[config.mk]
export PLATFORM = sky130hd
export DESIGN_NAME = imm_extend_pipe
export DESIGN_NICKNAME = d
export VERILOG_FILES = /design/src/rtl/imm_ext_pkg.sv /design/src/rtl/imm_ext_core.sv /design/src/rtl/imm_extend_pipe.sv
export SDC_FILE = /design/constraint.sdc
export NUM_CORES = 1
export LEC_CHECK = 0
export ABC_AREA = 1
export BUFFER_PORTS_ARGS = -buffer_cell sky130_fd_sc_hd__buf_4
export CORE_UTILIZATION = 45
export CTS_CLUSTER_DIAMETER = 120
export DETAILED_ROUTE_END_ITERATION = 16
export HOLD_SLACK_MARGIN = 0.05
export PLACE_DENSITY = 0.75
export SETUP_SLACK_MARGIN = 0.02
export SKIP_LAST_GASP = 1
export SYNTH_ARGS = -nofsm -noshare
export SYNTH_HDL_FRONTEND = slang
export SYNTH_SLANG_ARGS = --single-unit
[constraint.sdc]
create_clock -name clk -period 2.2 [get_ports clk]
set_input_delay 0.22 -clock clk [delete_from_list [all_inputs] [get_ports clk]]
set_output_delay 0.22 -clock clk [all_outputs]
set_load 0.005 [all_outputs]
[src/rtl/imm_ext_pkg.sv]
// rtl/imm_ext_pkg.sv - shared types and default parameters for the immediate extension stage
package imm_ext_pkg;

  typedef enum logic [1:0] {
    EXT_SIGN   = 2'b00,
    EXT_ZERO   = 2'b01,
    EXT_UPPER  = 2'b10,
    EXT_BRANCH = 2'b11
  } ext_mode_t;

  localparam int WL_DEF       = 32;
  localparam int IW_DEF       = 16;
  localparam int BR_SHIFT_DEF = 2;

endpackage

[src/rtl/imm_ext_core.sv]
// rtl/imm_ext_core.sv - combinational immediate widening; IMMEXT_BRANCH_EN enables the branch-offset shifter
module imm_ext_core
  import imm_ext_pkg::*;
#(
  parameter int WL       = WL_DEF,
  parameter int IW       = IW_DEF,
  parameter int BR_SHIFT = BR_SHIFT_DEF
) (
  input  logic [IW-1:0] imm,
  input  logic [1:0]    mode,
  output logic [WL-1:0] ext,
  output logic          err
);

  generate
    if (BR_SHIFT < 0 || BR_SHIFT >= WL) begin : g_bad_shift
      $error("imm_ext_core: BR_SHIFT must satisfy 0 <= BR_SHIFT < WL");
    end
  endgenerate

  logic [WL-1:0] sext;
  logic [WL-1:0] zext;
  logic [WL-1:0] uext;

  assign sext = {{(WL-IW){imm[IW-1]}}, imm};
  assign zext = {{(WL-IW){1'b0}}, imm};
  assign uext = {imm, {(WL-IW){1'b0}}};

  // Select the widened value for the requested mode; without the branch
  // feature mode 11 falls back to sign extension and is flagged.
  always_comb begin
    ext = sext;
    err = 1'b0;
    case (ext_mode_t'(mode))
      EXT_SIGN:   ext = sext;
      EXT_ZERO:   ext = zext;
      EXT_UPPER:  ext = uext;
`ifdef IMMEXT_BRANCH_EN
      EXT_BRANCH: ext = sext << BR_SHIFT;
`else
      EXT_BRANCH: begin
        ext = sext;
        err = 1'b1;
      end
`endif
      default: ;
    endcase
  end

endmodule

[src/rtl/imm_extend_pipe.sv]
// rtl/imm_extend_pipe.sv - registered immediate extension with two-entry skid buffer (IMMEXT_BRANCH_EN selects branch mode)
module imm_extend_pipe
  import imm_ext_pkg::*;
#(
  parameter int WL       = WL_DEF,
  parameter int IW       = IW_DEF,
  parameter int BR_SHIFT = BR_SHIFT_DEF
) (
  input  logic          clk,
  input  logic          rst,
  input  logic          in_valid,
  output logic          in_ready,
  input  logic [IW-1:0] imm,
  input  logic [1:0]    mode,
  input  logic          flush,
  output logic          out_valid,
  input  logic          out_ready,
  output logic [WL-1:0] ext,
  output logic          out_err
);

  generate
    if (WL <= IW) begin : g_bad_width
      $error("imm_extend_pipe: WL must be greater than IW");
    end
  endgenerate

  logic [WL-1:0] core_ext;
  logic          core_err;

  imm_ext_core #(
    .WL       (WL),
    .IW       (IW),
    .BR_SHIFT (BR_SHIFT)
  ) u_core (
    .imm  (imm),
    .mode (mode),
    .ext  (core_ext),
    .err  (core_err)
  );

  logic          main_valid;
  logic [WL-1:0] main_ext;
  logic          main_err;
  logic          skid_valid;
  logic [WL-1:0] skid_ext;
  logic          skid_err;

  logic accept;
  logic drain;

  // in_ready depends only on registered state, so out_ready never reaches it combinationally
  assign in_ready  = !skid_valid;
  assign accept    = in_valid && in_ready;
  assign drain     = main_valid && out_ready;
  assign out_valid = main_valid;
  assign ext       = main_ext;
  assign out_err   = main_err;

  // Main/skid register control: flush beats everything, skid refills main on drain.
  always_ff @(posedge clk or posedge rst) begin
    if (rst) begin
      main_valid <= 1'b0;
      main_ext   <= '0;
      main_err   <= 1'b0;
      skid_valid <= 1'b0;
      skid_ext   <= '0;
      skid_err   <= 1'b0;
    end else if (flush) begin
      main_valid <= 1'b0;
      skid_valid <= 1'b0;
    end else if (drain) begin
      if (skid_valid) begin
        main_ext   <= skid_ext;
        main_err   <= skid_err;
        skid_valid <= 1'b0;
      end else if (accept) begin
        main_ext <= core_ext;
        main_err <= core_err;
      end else begin
        main_valid <= 1'b0;
      end
    end else if (accept) begin
      if (!main_valid) begin
        main_valid <= 1'b1;
        main_ext   <= core_ext;
        main_err   <= core_err;
      end else begin
        skid_valid <= 1'b1;
        skid_ext   <= core_ext;
        skid_err   <= core_err;
      end
    end
  end

endmodule
==> results of run 1 <==
## kinds of logic (layout without fill, tap and decap cells)
group,after synthesis,count (layout),synth area share
DFF,68,68,0.520
buffers and inverters,34,90,0.0570
and+or+nand+nor,258,258,0.322
AOI/OAI and AO/OA,53,53,0.0892
adders and majority gates,3,3,0.0115
## metal layers
layer	global-route usage	vias to the layer above	wire [um]
met2	0.321	77	3290
met4	0.0730	0	21
met5	0	-	0
li1	-	1403	-
met1	0.294	1290	3470
met3	0.0502	4	393
## flip-flops by register name, indices dropped and copies added, names as in the netlist
name,flops
skid_err,1
skid_valid,1
out_valid,1
skid_ext,32
ext,32
out_err,1
## final timing paths
check | startpoint | endpoint | slack, ns | cells after the start
max in group asynchronous | rst | ext[12]$_DFFE_PP0P_ | 1.38 | 4
hold reg to reg | skid_ext[31]$_DFFE_PP0P_ | skid_ext[31]$_DFFE_PP0P_ | 0.48 | 2
min in group asynchronous | rst | ext[15]$_DFFE_PP0P_ | 0.49 | 4
setup reg to reg | out_valid$_DFFE_PP0P_ | ext[2]$_DFFE_PP0P_ | 0.55 | 5
setup / recovery | flush | ext[2]$_DFFE_PP0P_ | 0.53 | 6
hold / removal | imm[14] | skid_ext[14]$_DFFE_PP0P_ | 0.17 | 3
## synth_stat cells
master and number:
a21oi_1 1, a21oi_4 1, buf_1 1, buf_2 9, buf_4 6, buf_6 3, clkbuf_1 3, clkbuf_2 2
dfrtp_1 68, ha_1 3, inv_1 6, inv_2 4, nand2_1 220, nand2_2 1, nand2_4 1, nand3_1 17
nand3_2 2, nor2_1 1, o21ai_0 11, o21ai_1 36, o21ai_2 4, or2_0 16
## area by class of cell
cell class | count | area, sq um | share of cell area
clock inverter | 5 | 75.1 | 0.0190
clock buffer | 11 | 141 | 0.0357
tap | 96 | 120 | 0.0304
sequential | 68 | 1700 | 0.430
inverter | 10 | 37.5 | 0.00949
timing repair buffer | 64 | 498 | 0.126
multi-input combinational | 314 | 1380 | 0.349
## critical path, cell delays in order
cell and delay [ns]:
dlygate4sd3_1 0.53, buf_4 0.13, inv_1 0.14, nand3_2 0.56, nand2_1 0.23, nand2_1 0.08
## through the flow
step | total power (uW) | worst slack, ns | util
after floorplan | 1940 | 0.268 | -
after global placement | 2200 | 0.550 | 0.538
after detailed placement | 2230 | 0.508 | 0.538
after CTS | 3360 | 0.529 | 0.573
after global routing | 3520 | 0.317 | 0.573
final | 3330 | 0.533 | 0.573
## power breakdown
part           switching [uW]  internal [uW]  total [uW]
clock network             466            664        1130
logic                     314            292         607
registers                 122           1470        1600
total                     902           2430        3330
==> impl_metrics.toml, run 1 <==
[sta]
period_needed_ns = 1.67
rsz0062_at_grt = "no"
tns_ns = 0
worst_pin_slew_ns = 0.677
clock_skew_ns = 0.00500
min_period_over_period = 0.758
fin_hold_ws_ns = 0.168
setup_viol = 0
fmaxAchievable_mhz = 600
report.final.slew_viol_count = 0
relSlewSlack = 0.548
hold_violations = 0

[power_and_ir_drop]
ir_worst_vdd_mv = 0.391
cellPowerDensity_nw_per_um2 = 842
cellLeakagePower_uw = 0.00214

[clock_tree]
cts_tree = "yes"
cts_buffer_depth = 2
clk_pin_slew_ns = 0.07
htree_levels = 3
clock_latency_ns = 0.34
ctsHoldBuffers = 2
cts_buffers = 9
post_cts_buffers = 0
cts_resized = 0
cts_root_buf = "clkbuf_8"
cts.sinks = 68

[floorplan]
ios = 58
initial_core_util = 0.473
fp-row-count = 30
fp.coreArea_sq_um = 6910
dieHeight_um = 87.2
die-area_sq_um = 7610
die_x_um = 87.2

[final_layout]
fin_cells = 568
final_cell_mix = "nand2_1, dfrtp_1, buf_4"
drive_above_1_share = 0.193
fillCellCount = 677
antenna_cells = 0
finish.instance_area_sq_um = 3960
layout_commonest_cell = "nand2_1"
final_nets = 493
synthToLayoutAreaGrowth_pct = 21.0

[global_route]
track_usage = 0.210
grt_pass1_wl_um = 12200
grt_max_degree = 69
gr-total-overflow = 0
grt_antenna_before_repair = 0
grt_pass1_vias = 2654

[synth]
yosys_register_bits = 68
synth-seq-area-share = 0.520
syn_nets = 442
postSynthCellCount = 416
synth.area.top_cells = "dfrtp_1, nand2_1, o21ai_1"
netlist_area_sq_um = 3270
yosys.area.top_type = "dfrtp_1"
ys_types = 22
yosysWarnings = 0
syn_avg_cell_area_sq_um = 7.86
netlist.area_leader.share = 0.520

[critical_path]
cp-end-kind = "flop"
crit_path_start_kind = "primary input"
crit_arrival_ns = 1.89
crit_required_ns = 2.43
critPathMaxFanout = 33
worst-setup-path-type = "primary input to flop"

[route]
drt-initial-drc-count = 137
viasPerCell = 4.88
drc = 0
detail-route-antenna-nets = 0
dr_total_vias = 2774
routedWlPerCell_um = 12.6
drtPass1Iterations = 4
wl_um = 7180

[place]
gp_congestion = 0.851
portBuffers = 57
dp_hpwl_um = 4780
dp.cells = 550
place_area_sq_um = 3720

[min_path]
hold_class = "primary input to flop"

[run_status]
status = "completed"

[flow_run]
drv_cap = 0
Power figures use the tool's default switching activity.
==> inputs of run 2 (changes only) <==
PLACE_DENSITY = 0.78   (was 0.75)
clock period = 1.5 ns   (was 2.2 ns; I/O delays follow)
==> impl_metrics.toml, run 2 (synthesis results as in run 1) <==
[run_status]
status = "completed"

[route]
drt-initial-drc-count = 151
dr_total_vias = 2820
detail-route-antenna-nets = 0
routedWlPerCell_um = 12.6
drtPass1Iterations = 4
drc = 0
viasPerCell = 4.92
wl_um = 7240

[global_route]
grt_max_degree = 69
grt_pass1_wl_um = 12200
track_usage = 0.210
gr-total-overflow = 0
grt_pass1_vias = 2767
grt_antenna_before_repair = 0

[final_layout]
final_nets = 498
finish.instance_area_sq_um = 3990
final_cell_mix = "nand2_1, dfrtp_1, buf_4"
final_core_util = 0.578
drive_above_1_share = 0.201
antenna_cells = 0
fillCellCount = 669
synthToLayoutAreaGrowth_pct = 22.0
layout_commonest_cell = "nand2_1"

[sta]
worst_pin_slew_ns = 0.520
rsz0062_at_grt = "yes"
hold_violations = 0
tns_ns = 0
min_period_over_period = 0.947
fin_hold_ws_ns = 0.0856
period_needed_ns = 1.42
clock_skew_ns = 0.00646
fmaxAchievable_mhz = 704
setup_viol = 0
relSlewSlack = 0.653
report.final.slew_viol_count = 0

[critical_path]
reg2reg_slack_ns = 0.08
worst-setup-path-type = "flop to flop"
crit_arrival_ns = 1.66
regToRegStartpoint = "out_valid$_DFFE_PP0P_"
crit_required_ns = 1.74
crit_path_start_kind = "flop"
critPathMaxFanout = 30
reg2reg_depth = 5
cp-end-kind = "flop"
timing.rr.end = "ext[24]$_DFFE_PP0P_"

[place]
dp_hpwl_um = 4850
place_area_sq_um = 3800
gp_congestion = 0.784
portBuffers = 57

[clock_tree]
cts_root_buf = "clkbuf_8"
cts.sinks = 68
htree_levels = 3
post_cts_buffers = 0
cts_tree = "yes"
cts_buffer_depth = 2
clk_pin_slew_ns = 0.07
cts_buffers = 9
clock_latency_ns = 0.35

[power_and_ir_drop]
power_frac_seq = 0.510
combPwrFrac = 0.201
p_sw_frac = 0.291
p_clk_frac = 0.289
cellPowerDensity_nw_per_um2 = 1150
finalPower_uw = 4590
ir_worst_vdd_mv = 0.673
switching_power_uw = 1340
cellLeakagePower_uw = 0.00215
p_int_uw = 3250

[flow_run]
drv_cap = 0

[floorplan]
die-area_sq_um = 7610
fp-row-count = 30
die_x_um = 87.2
ios = 58
initial_core_util = 0.473
fp.coreArea_sq_um = 6910
dieHeight_um = 87.2

[min_path]
hold_class = "primary input to flop"
holdPathEnd = "skid_ext[12]$_DFFE_PP0P_"
min_from = "imm[12]"
hold_depth = 3
-- run 2: area by class of cell --
type | count | area, sq um | area share
timing repair buffer | 69 | 573 | 0.144
inverter | 10 | 43.8 | 0.0110
clock buffer | 11 | 141 | 0.0354
multi-input combinational | 314 | 1380 | 0.346
sequential | 68 | 1700 | 0.427
tap | 96 | 120 | 0.0301
clock inverter | 5 | 27.5 | 0.00690
-- run 2: worst max-delay path, stage by stage (launching register included) --
cell and delay [ns]:
dfrtp_1 0.41, nand3_2 0.20, buf_4 0.28, or2_0 0.23, nand3_1 0.11, nand2_1 0.06
-- run 2: worst max-delay path by stage --
stage,depth (start not counted),to,slack [ns],from
global route,5,ext[24]$_DFFE_PP0P_,0.01,out_valid$_DFFE_PP0P_
detailed placement,5,ext[6]$_DFFE_PP0P_,0.1,skid_valid$_DFFE_PP0P_
global placement,5,ext[9]$_DFFE_PP0P_,0.15,skid_valid$_DFFE_PP0P_
finish,5,ext[24]$_DFFE_PP0P_,0.08,out_valid$_DFFE_PP0P_
CTS,5,ext[4]$_DFFE_PP0P_,0.05,out_valid$_DFFE_PP0P_
floorplan,8,skid_ext[10]$_DFFE_PP0P_,0.25,skid_valid$_DFFE_PP0P_
-- run 2: through the flow --
stage                     worst slack, ns  instances
after floorplan                     0.249        416
after global placement              0.153        555
after detailed placement           0.0967        555
after CTS                          0.0517        573
after global routing               0.0135        573
final                              0.0789        573
-- run 2: power by group through the flow --
stage | registers (uW) | clock network [uW] | logic [uW]
after CTS | 2340 | 1360 | 936
final | 2340 | 1320 | 922
after detailed placement | 2370 | 0 | 930
after global routing | 2380 | 1420 | 1050
after floorplan | 2350 | 0 | 497
after global placement | 2350 | 0 | 903
-- run 2: timing repair --
| item | in CTS | in global routing |
|---|---|---|
| endpoints found under the setup margin | 0 | 17 |
| gates resized for setup | 0 | 2 |
| hold endpoints to repair | 69 | 0 |
| hold buffers | 2 | 0 |
-- run 2: routing by layer --
metal	GRT usage	vias to the layer above	routed length (um)
met2	0.335	75	3250
met1	0.272	1313	3480
li1	-	1420	-
met5	0	-	0
met4	0.110	0	118
met3	0.0398	12	386
